### config.mk
export PLATFORM = sky130hd
export DESIGN_NAME = opl2_reg_wr_arbiter
export DESIGN_NICKNAME = d
export VERILOG_FILES = /design/src/rtl/opl2_pkg.sv /design/src/rtl/opl2_reg_wr_arbiter_rr.sv /design/src/rtl/opl2_reg_wr_arbiter.sv
export SDC_FILE = /design/constraint.sdc
export NUM_CORES = 1
export LEC_CHECK = 0
export CAP_MARGIN = 20
export CORE_MARGIN = 2
export CORE_UTILIZATION = 33
export CTS_CLUSTER_DIAMETER = 120
export DETAILED_ROUTE_END_ITERATION = 12
export GPL_TIMING_DRIVEN = 0
export PLACE_DENSITY = 0.65
export SLEW_MARGIN = 20
export SYNTH_ARGS = -nofsm -noshare
export SYNTH_HDL_FRONTEND = slang
export SYNTH_SLANG_ARGS = --single-unit
### constraint.sdc
create_clock -name clk -period 2.74 [get_ports clk]
set_input_delay 0.274 -clock clk [delete_from_list [all_inputs] [get_ports clk]]
set_output_delay 0.274 -clock clk [all_outputs]
set_load 0.01 [all_outputs]
### src/rtl/opl2_pkg.sv
// Shared OPL2 register-write types, widths and arbiter state encoding.
package opl2_pkg;

    localparam int REG_FILE_DATA_WIDTH     = 8;
    localparam int OPL2_MIN_WR_GAP_DEFAULT = 4;
    localparam int GAP_CNT_WIDTH           = 8;

    // One write as seen by the register file.
    typedef struct packed {
        logic                           valid;
        logic [REG_FILE_DATA_WIDTH-1:0] address;
        logic [REG_FILE_DATA_WIDTH-1:0] data;
    } opl2_reg_wr_t;

    // One write as offered by a requester.
    typedef struct packed {
        logic [REG_FILE_DATA_WIDTH-1:0] address;
        logic [REG_FILE_DATA_WIDTH-1:0] data;
    } opl2_wr_req_t;

    typedef enum logic [1:0] {
        ST_RESET_HOLD = 2'd0,
        ST_CLEAR      = 2'd1,
        ST_RUN        = 2'd2
    } arb_state_e;

endpackage

### src/rtl/opl2_reg_wr_arbiter_rr.sv
// Combinational round-robin pick: first asserted request after last_grant_i,
// wrapping modulo NUM_REQ. Returns a one-hot grant and its index.
module rr_arbiter #(
    parameter  int NUM_REQ = 2,
    localparam int IDX_W   = $clog2(NUM_REQ)
) (
    input  logic [NUM_REQ-1:0] req_i,
    input  logic [IDX_W-1:0]   last_grant_i,
    output logic [NUM_REQ-1:0] grant_o,
    output logic [IDX_W-1:0]   grant_idx_o
);

    logic [IDX_W-1:0] cand;
    logic             found;

    // Walk the requesters starting just past the previous winner.
    always_comb begin
        // NOTE: every output of a combinational block gets a default first, otherwise paths that skip an assignment infer latches.
        grant_o     = '0;
        grant_idx_o = '0;
        found       = 1'b0;
        cand        = '0;
        for (int off = 1; off <= NUM_REQ; off++) begin
            cand = IDX_W'((int'(last_grant_i) + off) % NUM_REQ);
            if (!found && req_i[cand]) begin
                found         = 1'b1;
                grant_o[cand] = 1'b1;
                grant_idx_o   = cand;
            end
        end
    end

endmodule

### src/rtl/opl2_reg_wr_arbiter.sv
// Round-robin arbiter sharing the OPL2 register-write path between NUM_REQ
// requesters, with a minimum spacing of MIN_WR_GAP cycles between writes.
// Optional feature macro: OPL2_INIT_CLEAR_EN -- after reset, sweep all 256
// register addresses with data 0x00 before accepting requester traffic.
module opl2_reg_wr_arbiter
    import opl2_pkg::*;
#(
    parameter  int NUM_REQ    = 2,
    parameter  int MIN_WR_GAP = OPL2_MIN_WR_GAP_DEFAULT,
    localparam int IDX_W      = $clog2(NUM_REQ)
) (
    input  logic                       clk,
    input  logic                       reset,
    input  logic         [NUM_REQ-1:0] req_valid,
    output logic         [NUM_REQ-1:0] req_ready,
    input  opl2_wr_req_t [NUM_REQ-1:0] req_wr,
    output opl2_reg_wr_t               opl2_reg_wr,
    output logic         [IDX_W-1:0]   grant_id,
    output logic                       busy,
    output logic                       init_done
);

    localparam logic [GAP_CNT_WIDTH-1:0] GAP_RELOAD = GAP_CNT_WIDTH'(MIN_WR_GAP - 1);

    arb_state_e               state_q, state_d;
    logic [GAP_CNT_WIDTH-1:0] gap_cnt_q, gap_cnt_d;
    logic [IDX_W-1:0]         last_grant_q, last_grant_d;
    logic [IDX_W-1:0]         grant_id_q, grant_id_d;
    opl2_reg_wr_t             wr_q, wr_d;
`ifdef OPL2_INIT_CLEAR_EN
    logic [8:0]               clr_cnt_q, clr_cnt_d;   // next sweep address; bit 8 = sweep issued
    logic                     clr_issue;
`endif

    logic [NUM_REQ-1:0] rr_grant;
    logic [IDX_W-1:0]   rr_idx;
    logic               accept;

    rr_arbiter #(
        .NUM_REQ (NUM_REQ)
    ) u_rr (
        .req_i        (req_valid),
        .last_grant_i (last_grant_q),
        .grant_o      (rr_grant),
        .grant_idx_o  (rr_idx)
    );

    // Ready only to the winner, and only when running with the gap expired.
    always_comb begin
        req_ready = '0;
        if (state_q == ST_RUN && gap_cnt_q == '0) begin
            req_ready = rr_grant;
        end
        accept = |(req_valid & req_ready);
    end

    // Next-state: FSM sequencing, pacing counter, grant history, output write.
    always_comb begin
        state_d      = state_q;
        gap_cnt_d    = gap_cnt_q;
        last_grant_d = last_grant_q;
        grant_id_d   = grant_id_q;
        wr_d         = wr_q;
        wr_d.valid   = 1'b0;            // address/data hold, valid is a single-cycle pulse
        if (gap_cnt_q != '0) begin
            gap_cnt_d = gap_cnt_q - 8'd1;
        end
`ifdef OPL2_INIT_CLEAR_EN
        clr_cnt_d = clr_cnt_q;
        clr_issue = 1'b0;
`endif

        case (state_q)
            ST_RESET_HOLD: begin
`ifdef OPL2_INIT_CLEAR_EN
                clr_issue = 1'b1;       // first sweep write lands in the first CLEAR cycle
                state_d   = ST_CLEAR;
`else
                state_d   = ST_RUN;
`endif
            end
            ST_CLEAR: begin
`ifdef OPL2_INIT_CLEAR_EN
                clr_issue = (gap_cnt_q == '0) && !clr_cnt_q[8];
                if (wr_q.valid && clr_cnt_q[8]) begin
                    state_d = ST_RUN;   // the 0xFF pulse is on the output this cycle
                end
`else
                state_d = ST_RUN;
`endif
            end
            ST_RUN: begin
                if (accept) begin
                    wr_d.valid   = 1'b1;
                    wr_d.address = req_wr[rr_idx].address;
                    wr_d.data    = req_wr[rr_idx].data;
                    last_grant_d = rr_idx;
                    grant_id_d   = rr_idx;
                    gap_cnt_d    = GAP_RELOAD;
                end
            end
            default: state_d = ST_RESET_HOLD;
        endcase

`ifdef OPL2_INIT_CLEAR_EN
        if (clr_issue) begin
            wr_d.valid   = 1'b1;
            wr_d.address = clr_cnt_q[7:0];
            wr_d.data    = '0;
            clr_cnt_d    = clr_cnt_q + 9'd1;
            gap_cnt_d    = GAP_RELOAD;
        end
`endif
    end

    // State register with synchronous reset; reset abandons any gap, sweep or pulse.
    always_ff @(posedge clk) begin
        // NOTE: sequential state uses non-blocking assignments so every register samples pre-edge values.
        if (reset) begin
            state_q      <= ST_RESET_HOLD;
            gap_cnt_q    <= '0;
            last_grant_q <= IDX_W'(NUM_REQ - 1);
            grant_id_q   <= '0;
            wr_q         <= '0;
`ifdef OPL2_INIT_CLEAR_EN
            clr_cnt_q    <= '0;
`endif
        end else begin
            state_q      <= state_d;
            gap_cnt_q    <= gap_cnt_d;
            last_grant_q <= last_grant_d;
            grant_id_q   <= grant_id_d;
            wr_q         <= wr_d;
`ifdef OPL2_INIT_CLEAR_EN
            clr_cnt_q    <= clr_cnt_d;
`endif
        end
    end

    assign opl2_reg_wr = wr_q;
    assign grant_id    = grant_id_q;
    assign busy        = (gap_cnt_q != '0) || (state_q == ST_CLEAR);
    assign init_done   = (state_q == ST_RUN);

endmodule

* After elaboration in Yosys (flattened, before gate mapping) *
Cells that the tools add are included.

word-level totals
  output and inout port bits = 22
  input port bits = 36
  word-level logic and storage cells = 54
  register bits after elaboration = 29

operators by class
  reduce and logical (&&, ||, !) cells = 13
  add/subtract/negate cells = 3
  mux-type cells = 21
  magnitude comparators = 5
  eq/ne operators = 2
  bitwise gates (word level) = 3

operator list
  cell                                                                          number
  16-bit 2-to-1 mux                                                             2
  8-bit 2-to-1 mux                                                              3
  17-bit 2-to-1 mux                                                             1
  1-bit 2-to-1 mux                                                              9
  8-bit zero test                                                               1
  8-bit nonzero test                                                            1
  8-bit by 1-bit subtractor with 8-bit output, second input constant            1
  1-bit by 2-bit less-than comparator with 1-bit output, second input constant  3
  2-bit 2-to-1 mux                                                              3
  2-bit OR reduction                                                            3
  1-bit logical AND                                                             4
  2-bit one-hot mux with 2 select lines                                         1
  1-bit adder, second input constant                                            2
  2-bit bitwise AND                                                             1
  1-bit demux with 1-bit select                                                 2
  2-bit by 1-bit == test with 1-bit output, second input constant               1
  2-bit == test, second input constant                                          1
  1-bit greater-or-equal comparator, second input constant                      2
  2-bit zero test                                                               1
  2-bit bitwise OR                                                              1
  2-bit AND reduction                                                           1
  1-bit zero test                                                               1
  1-bit logical OR                                                              1
  1-bit NOT                                                                     1

* Depth between registers and ports, before layout *
Gate-level depths: netlist of the first run.

  word-level depth = 13
  depth in mapped cells = 7
  mapped depth without buffers = 5

* By module *
A second synthesis of the first run with hierarchy kept.

second synthesis, totals
  cells, all modules = 141
  area, all modules = 1417.6 sq um

modules (own cells, without submodules)
  module               cells each  seq. area each (sq um)  instances  area each (sq um)
  opl2_reg_wr_arbiter  137         560.5                   1          1391.3
  rr_arbiter           4           0.0                     1          26.3

* Worst setup path before layout of the first run *
No wires, ideal clock.

  path kind = reg2reg
  start = register gap_cnt_q[4]
  end = register wr_q, in the netlist opl2_reg_wr[10]
  clock period less this slack = 1996 ps
  arrival = 1927 ps
  path slack = 744 ps
  cell stages (with the launch flop) = 8
  data required time = 2671 ps
  path through = dfxtp_1 buf_6 or4_1 buf_2 or4_4 buf_6 buf_8 o21ai_1

between the ends
  word-level cells in the longest chain between the ends = 6

RTL lines
  what                           line                        RTL
  from (decl)                    opl2_reg_wr_arbiter.sv:26   logic [GAP_CNT_WIDTH-1:0] gap_cnt_q, gap_cnt_d;
  from (signal assigned)         opl2_reg_wr_arbiter.sv:130  gap_cnt_q <= gap_cnt_d;
  8-bit zero test                opl2_reg_wr_arbiter.sv:51   if (state_q == ST_RUN && gap_cnt_q == '0) begin
  1-bit logical AND              opl2_reg_wr_arbiter.sv:51
  2-bit 2-to-1 mux               opl2_reg_wr_arbiter.sv:51
  2-bit bitwise AND              opl2_reg_wr_arbiter.sv:54   accept = |(req_valid & req_ready);
  2-bit OR reduction             opl2_reg_wr_arbiter.sv:54
  2-bit AND reduction (no line)  -
  to (signal assigned)           opl2_reg_wr_arbiter.sv:133  wr_q <= wr_d;
  to (decl)                      opl2_reg_wr_arbiter.sv:29   opl2_reg_wr_t wr_q, wr_d;

Every way passes these cells.
A chain may end at the register's enable or synchronous reset.

* Final worst setup path of the first run *
  start = register gap_cnt_q[0]
  end = output req_ready[0]

between the ends
  word-level cells in the longest chain between the ends = 3

RTL lines
  what               line                       RTL
  8-bit zero test    opl2_reg_wr_arbiter.sv:51
  1-bit logical AND  opl2_reg_wr_arbiter.sv:51
  2-bit 2-to-1 mux   opl2_reg_wr_arbiter.sv:51
  to (decl)          opl2_reg_wr_arbiter.sv:15  output logic [NUM_REQ-1:0] req_ready,

Every way passes these cells.

==> results.toml, run 1 <==
[outcome]
status = "complete, no violations"

[cells_and_area]
fillers = 345
fin_nets = 232
final_util_pct = 53.8
fin_cells = 241
final_cell_mix = "57 x clkdlybuf4s50_1, 28 x dfxtp_1, 17 x o21ai_1, 16 x mux2i_1, 16 x o311ai_0"
final_layout_size_suffix_gt1_share_pct = 6.74
num_antenna_cells = 0
synthToLayoutAreaGrowth_pct = 53.3
multi_input_comb_area_um2 = 693
layout.area.seq_um2 = 561
final_common_cell = "clkdlybuf4s50_1"

[floorplan]
std_cell_rows = 22
initial_core_util_pct = 35.1
fp.dieH_um = 67.1
die_w_um = 67.1
die_area_um2 = 4510
io_pins = 58
core_area_um2 = 3740

[drt]
ant_nets = 0
wl_mm = 3.61
dr.pass1.iters = 4
drcViolationCount = 0
drt-wirelength-per-cell_um = 15.0
vias_per_cell = 5.41
drtIter0Drc = 63
vias = 1304

[timing]
rsz0062_at_grt = "no"
hold_viol = 0
hold-worst-slack_ps = 496
fmax_mhz = 400
post-route-min-period_ps = 2500
slew_headroom_pct = 55.8
setup_viol = 0
finalCritPeriodShare_pct = 91.3
setup_ws_ps = 239
tightestPinTransition_ps = 658
maxSlewViolCount = 0
clock_skew_ps = 6.91

[clocking]
cts-root-buf = "clkbuf_8"
postCtsSetupRepairBufs = 0
cts_hold_buf = 0
clkTransAtPathRegs_ps = 100
clock-sinks = 28
clk_latency_ps = 280
clock_path_buffers = 2
cts_tree = "yes"
htreeDepth = 1
cts_made_buffers = 3

[critical_path]
path_max_fanout = 9
reg2reg_to = "opl2_reg_wr[6]$_SDFFE_PP0P_"
endpoint_kind = "output pin"
crit_arrival_ps = 2230
critPathLaunchType = "register"
rr_worst_depth = 7
r2r_setup_slack_ps = 500
worstSetupPathType = "register to output pin"
reg2reg_from = "gap_cnt_q[0]$_SDFF_PP0_"
worst_ep_required_time_ps = 2470

[worst_hold_path]
whs_endpoint = "opl2_reg_wr[15]$_SDFFE_PP0P_"
min-delay-start = "opl2_reg_wr[15]$_SDFFE_PP0P_"
holdPathStages = 2
hold_class = "register to register"

[pwr]
power_w = 0.00166
power_density_nw_per_um2 = 823
cellLeakagePower_nw = 0.732
peakVddDrop_mv = 0.430

[yosys]
ys_seq_area_share_pct = 42.6
yosysWarningCount = 0
syn_avg_cell_area_um2 = 9.89
ys_ff_latch = 28
synth_top_area_share_pct = 42.6
synthArstFlopShare_pct = 0
synth.cell_area_um2 = 1320
synthFlopType = "dfxtp_1"
synthesis.nets = 170
synth_area_leader_cell = "dfxtp_1"
ys_types = 35
synth_edf_count = 0
synthCells = 133
netlist_top_cells_area = "dfxtp_1 43%, mux2i_1 12%, o311ai_0 11%"

[job]
maxCapViolations = 0

[placed_design]
gp_congestion = 0.730
numPortBuffers = 57
dp.cells = 238
place.detailed.hpwl_mm = 2.72
pre_cts_slack_ps = -273

[global_route]
grtUsageTotal_pct = 17.5
grt_pass1_vias = 1312
overflow = 0
grt_max_degree = 15
antenna_found_initial = 0
grt_pass1_wl_mm = 6.00
## critical path, stage by stage (launching register included)
cell             delay [ps]
dfxtp_1                 350
inv_1                    80
ha_1                    230
nor3b_4                 380
nand4_1                 230
nor2_1                  140
clkdlybuf4s50_1         540
## power breakdown
part | switching [W] | leakage [nW] | internal [W]
sequential | 0.0000875 | 0.228 | 0.000505
combinational | 0.000439 | 0.482 | 0.000400
clock | 0.000129 | 0.0216 | 0.0000989
## metrics by stage
| step | TNS [ps] | instance area, um2 |
|---|---|---|
| after floorplan | 0 | 1320 |
| after global placement | -199 | 1950 |
| after detailed placement | -273 | 1950 |
| after CTS | 0 | 2000 |
| after global routing | 0 | 2020 |
| final | 0 | 2020 |
## timing repair
action	CTS	global route
setup endpoints to repair	3	1
pin swaps	0	0
gates resized for setup	4	2
## per-layer routing
layer	vias up	GRT usage (%)	routed length [um]
met2	45	31.1	1810
met1	610	21.9	1610
met3	4	2.87	165
met5	-	0	0
li1	645	-	-
met4	0	4.59	30
## logic make-up after synthesis
kind of cell,synth area share (%)
compound gates,25.5
flops,42.6
simple gates,11.4
buf+inv,6.66
mux,12.2
xor+xnor,0.666
fa+ha+maj,0.951
## synth_stat cells, types with 3 or more instances
cell type	count
a21oi_1	5
mux2i_1	16
clkbuf_1	7
or4_1	3
o311ai_0	16
inv_1	3
dfxtp_1	28
and4_1	3
o21ai_1	17
## cell type report
cell class / count / share of cell area (%)
multi-input combinational: 89 / 34.4
timing repair buffer: 57 / 28.3
sequential: 28 / 27.8
buffer: 12 / 3.72
tap: 48 / 2.98
clock buffer: 3 / 2.05
inverter: 4 / 0.745
## registers in the layout (all words and copies together) (netlist names)
| name | flops |
|---|---|
| opl2_reg_wr | 17 |
| grant_id | 1 |
| gap_cnt_q | 8 |
| last_grant_q | 1 |
| state_q | 1 |
## worst max path at each step
stage,from,to,slack (ps),depth (start not counted)
floorplan,gap_cnt_q[4]$_SDFF_PP0_,opl2_reg_wr[10]$_SDFFE_PP0P_,740,7
global route,gap_cnt_q[0]$_SDFF_PP0_,req_ready[0],60,6
finish,gap_cnt_q[0]$_SDFF_PP0_,req_ready[0],240,6
global placement,req_valid[1],req_ready[0],-200,6
CTS,gap_cnt_q[4]$_SDFF_PP0_,req_ready[0],70,5
detailed placement,req_valid[1],req_ready[0],-270,6
Note: power is estimated with default switching activity, not from simulation.
==> run 2: changes to the inputs <==
- CELL_PAD_IN_SITES_DETAIL_PLACEMENT: unset -> 0
- CELL_PAD_IN_SITES_GLOBAL_PLACEMENT: unset -> 1
- CORE_UTILIZATION: 33 -> 30
- PLACE_DENSITY: 0.65 -> 0.78
==> run 2 against run 1 <==
  * Combinational power barely moved
  * Sequential power fell by 0.8%
  * Non-clock buffer count did not move
  * Critical endpoint unchanged
  * Largest power group unchanged
  * Highest routed layer unchanged
==> results.toml, run 2 (synthesized netlist as in run 1, its figures left out) <==
[timing]
setup_ws_ps = 195
fmax_mhz = 393
tightestPinTransition_ps = 723
clock_skew_ps = 1.20
rsz0062_at_grt = "no"
maxSlewViolCount = 0
hold_viol = 0
post-route-min-period_ps = 2550
slew_headroom_pct = 51.5
finalCritPeriodShare_pct = 92.9
setup_viol = 0
hold-worst-slack_ps = 495

[critical_path]
r2r_setup_slack_ps = 530
rr_worst_depth = 7
cp_top_family = "simple AND/OR/NAND/NOR gates"
path_buf_inv = 2
reg2reg_to = "opl2_reg_wr[13]$_SDFFE_PP0P_"
path_cells = "inv_1, ha_1, nor3b_2, nand4_1, nor2_1, clkdlybuf4s50_1"
reg2reg_from = "gap_cnt_q[0]$_SDFF_PP0_"
cp_num_cells = 6
worstSetupPathType = "register to output pin"
crit_arrival_ps = 2270
path_max_fanout = 9
worst_ep_required_time_ps = 2470
endpoint_kind = "output pin"
critPathLaunchType = "register"
crit_slowest_cell = "clkdlybuf4s50_1"
slowest_delay_ps = 540

[clocking]
cts_tree = "yes"
clkTransAtPathRegs_ps = 90
cts-root-buf = "clkbuf_8"
postCtsSetupRepairBufs = 0
cts_made_buffers = 3
clock-sinks = 28
clock_path_buffers = 2
clk_latency_ps = 270
htreeDepth = 1

[cells_and_area]
final_layout_size_suffix_gt1_share_pct = 7.22
fillers = 396
synthToLayoutAreaGrowth_pct = 55.5
largest_register_ffs = 17
final_util_pct = 47.6
multi_input_comb_area_um2 = 687
num_antenna_cells = 0
layout.area.seq_um2 = 561
fin_nets = 232
final_common_cell = "clkdlybuf4s50_1"
final_cell_mix = "57 x clkdlybuf4s50_1, 28 x dfxtp_1, 17 x o21ai_1, 16 x mux2i_1, 16 x o311ai_0"
design_area_um2 = 2040

[global_route]
grt.met2_usage_pct = 25.5
grt_pass1_wl_mm = 6.13
overflow = 0
grtUsageTotal_pct = 15.5
grt_max_degree = 17
busiest_layer = "met2"
antenna_found_initial = 0
grt_util_met3_pct = 2.74
grt_use_met1_pct = 20.2
grt_pass1_vias = 1272

[pwr]
peakVddDrop_mv = 0.368
cellLeakagePower_nw = 0.746
power_density_nw_per_um2 = 857

[worst_hold_path]
whs_endpoint = "opl2_reg_wr[3]$_SDFFE_PP0P_"
holdPathStages = 2
min-delay-start = "opl2_reg_wr[3]$_SDFFE_PP0P_"
hold_class = "register to register"

[drt]
ant_nets = 0
drt-wirelength-per-cell_um = 15.2
vias = 1320
vias_per_cell = 5.37
wl_mm = 3.75
drcViolationCount = 0
dr.pass1.iters = 4
drtIter0Drc = 58

[placed_design]
place_area_um2 = 1950
place.detailed.hpwl_mm = 2.73
gp_congestion = 0.738
numPortBuffers = 57
pre_cts_slack_ps = -356

[job]
maxCapViolations = 0

[floorplan]
die_w_um = 70.2
core_area_um2 = 4290
std_cell_rows = 24
io_pins = 58
die_area_um2 = 4930
initial_core_util_pct = 30.6
fp.dieH_um = 70.2

[outcome]
status = "complete, no violations"
==> run 2: what timing repair did <==
| action | in CTS | in global routing |
|---|---|---|
| endpoints found under the setup margin | 3 | 1 |
| pin swaps | 0 | 0 |
| hold buffers | 0 | 0 |
| gates resized for setup | 4 | 1 |
| endpoints found under the hold margin | 0 | 0 |
==> run 2: final cells by class <==
| type | instances | share of cell area, % |
|---|---|---|
| clock inverters | 1 | 1.47 |
| flip-flops and latches | 28 | 27.4 |
| multi-input cells | 89 | 33.6 |
| clock buffers | 3 | 2.02 |
| repair buffers | 57 | 27.9 |
| inverters | 4 | 0.734 |
| plain buffers | 12 | 3.67 |
| well taps | 52 | 3.18 |
==> run 2: worst max path at each step <==
stage | startpoint | endpoint | slack (ps)
finish | gap_cnt_q[0]$_SDFF_PP0_ | req_ready[0] | 190
global route | gap_cnt_q[0]$_SDFF_PP0_ | req_ready[0] | 3
CTS | gap_cnt_q[4]$_SDFF_PP0_ | req_ready[0] | 160
detailed placement | req_valid[1] | req_ready[0] | -360
global placement | req_valid[1] | req_ready[0] | -280
floorplan | gap_cnt_q[4]$_SDFF_PP0_ | opl2_reg_wr[10]$_SDFFE_PP0P_ | 740
==> run 2: per-layer routing <==
| metal | wire length (um) | up-vias |
|---|---|---|
| met3 | 220 | 4 |
| met4 | 20 | 0 |
| li1 | - | 646 |
| met2 | 1750 | 46 |
| met5 | 0 | - |
| met1 | 1760 | 624 |
==> run 2: worst min-delay path, delay by kind of cell, from the launching register on <==
kind	cells	cell delay [ps]
DFF	1	320
AOI/OAI and AO/OA	2	140
==> run 2: stage by stage <==
step,TNS (ps),cells,total power [W]
floorplan,0,133,0.00106
global placement,-280,242,0.00136
detailed placement,-356,242,0.00139
CTS,0,246,0.00173
global route,0,246,0.00187
finish,0,246,0.00175
==> run 2: power by group <==
group          total (W)  internal [W]  leakage [nW]  switching, W
Combinational   0.000839      0.000391         0.482      0.000447
Sequential      0.000588      0.000505         0.228     0.0000826
Clock           0.000325      0.000196        0.0357      0.000129
Total            0.00175       0.00109         0.746      0.000659
==> run 3: changes to the inputs <==
- CORE_ASPECT_RATIO: unset -> 0.8
==> run 3 against run 2 <==
  * Final cell count grew 2.0%
  * Non-clock buffer count is the same
  * Wire length grew 0.67%
  * Clock power grew 3%
  * Via count shrank 1.1%
  * Sequential share of layout area shrank 0.17 points
  * Largest power group unchanged
==> results.toml, run 3 (synthesized netlist as in run 1, its figures left out) <==
[critical_path]
crit_slowest_cell = "clkdlybuf4s50_1"
reg2reg_from = "gap_cnt_q[0]$_SDFF_PP0_"
worst_ep_required_time_ps = 2470
critPathMostFrequentCell = "clkdlybuf4s50_1"
path_max_fanout = 10
slowest_delay_ps = 490
endpoint_kind = "output pin"
path_cells = "clkdlybuf4s50_1, a21boi_0, buf_2, clkbuf_2, nor2_1, clkdlybuf4s50_1"
cp-startpoint = "req_valid[1]"
crit_arrival_ps = 2240
rr_worst_depth = 7
worstSetupPathType = "primary input to output pin"
critPathLaunchType = "primary input"

[floorplan]
initial_core_util_pct = 31.3
fp.dieH_um = 63.2
die_area_um2 = 4930
std_cell_rows = 21
core_area_um2 = 4200
die_w_um = 78.0
io_pins = 58

[global_route]
antenna_found_initial = 0
overflow = 0
grt_pass1_wl_mm = 6.29
grt_max_degree = 17
grt_pass1_vias = 1326
grtUsageTotal_pct = 15.8

[drt]
drtIter0Drc = 57
ant_nets = 0
drt-wirelength-per-cell_um = 15.0
vias_per_cell = 5.20
dr.pass1.iters = 4
drcViolationCount = 0
vias = 1306
wl_mm = 3.78

[cells_and_area]
final_common_cell = "clkdlybuf4s50_1"
fillers = 390
final_layout_size_suffix_gt1_share_pct = 7.22
largest_register_ffs = 17
fin_cells = 251
final_util_pct = 48.9
synthToLayoutAreaGrowth_pct = 56.4
multi_input_comb_area_um2 = 693
fin_nets = 232
final_cell_mix = "57 x clkdlybuf4s50_1, 28 x dfxtp_1, 17 x o21ai_1, 16 x mux2i_1, 16 x o311ai_0"
num_antenna_cells = 0
layout.area.seq_um2 = 561
design_area_um2 = 2060

[timing]
clock_skew_ps = 3.17
maxSlewViolCount = 0
setup_viol = 0
rsz0062_at_grt = "no"
post-route-min-period_ps = 2510
finalCritPeriodShare_pct = 91.6
hold_viol = 0
setup-tns-final_ps = 0
slew_headroom_pct = 56.0
fmax_mhz = 398
tightestPinTransition_ps = 656

[clocking]
cts_tree = "yes"
htreeDepth = 1
post_cts_resize_count = 4
clkTransAtPathRegs_ps = 100
postCtsSetupRepairBufs = 0
clock_path_buffers = 2
cts-root-buf = "clkbuf_8"
cts_hold_buf = 0
clk_latency_ps = 280
clock-sinks = 28
cts_made_buffers = 3

[placed_design]
numPortBuffers = 57
gp_congestion = 0.728
place.detailed.hpwl_mm = 2.80
place_area_um2 = 1960
dp.cells = 247

[pwr]
power_w = 0.00176
pwr-share-clk_pct = 18.9
pwr-share-comb_pct = 47.5
p_seq_share_pct = 33.6
p_sw_w = 0.000660
netSwitchingFraction_pct = 37.5
peakVddDrop_mv = 0.391
p_int_w = 0.00110
cellLeakagePower_nw = 0.746
power_density_nw_per_um2 = 856

[worst_hold_path]
hold_class = "register to register"
holdPathStages = 2
min-delay-start = "opl2_reg_wr[9]$_SDFFE_PP0P_"

[outcome]
status = "complete, no violations"

[job]
maxCapViolations = 0
## run 3: changes by cell type in the layout (fill, tap and decap cells not counted)
| cell | previous run | this run |
|---|---|---|
| nor3b_2 | 1 | 0 |
| nor3b_4 | 0 | 1 |
## run 3: cell type report
class | instances | share of cell area [%]
clock inverters | 1 | 1.46
multi-input cells | 89 | 33.7
plain buffers | 12 | 3.65
well taps | 57 | 3.47
repair buffers | 57 | 27.7
flip-flops and latches | 28 | 27.3
clock buffers | 3 | 2.01
inverters | 4 | 0.730
## run 3: path summary, 6_finish.rpt
kind / slack, ps / endpoint
setup / recovery: 230 / req_ready[0]
hold / removal: 490 / opl2_reg_wr[9]$_SDFFE_PP0P_
setup reg to reg: 510 / opl2_reg_wr[11]$_SDFFE_PP0P_
hold reg to reg: 490 / opl2_reg_wr[9]$_SDFFE_PP0P_
## run 3: per-layer routing
layer  routed length [um]  share of wire, %  vias up  GRT usage, %
li1                     -                 -      641             -
met1                 1740                46      616          20.2
met3                  247               6.5        4          3.87
met5                    0                 0        -             0
met4                   55               1.5        0          5.92
met2                 1730                46       45          26.0
## run 3: metrics by stage
stage	hold slack, ps	setup slack (ps)
global route	518	58.1
finish	492	230
floorplan	448	744
global placement	476	-278
CTS	499	124
detailed placement	481	-352
## run 3: power by group through the flow
stage	Combinational (W)	Clock (W)	Sequential, W
after floorplan	0.000472	0	0.000591
after global placement	0.000770	0	0.000578
after detailed placement	0.000800	0	0.000584
after CTS	0.000815	0.000334	0.000580
after global routing	0.000923	0.000351	0.000607
final	0.000836	0.000334	0.000591
## run 3: worst max-delay path: cells and delay by family
kind / cells / cell delay (ps)
buffers and inverters: 4 / 1660
AO/OA/AOI/OAI: 1 / 190
AND/OR/NAND/NOR: 1 / 100
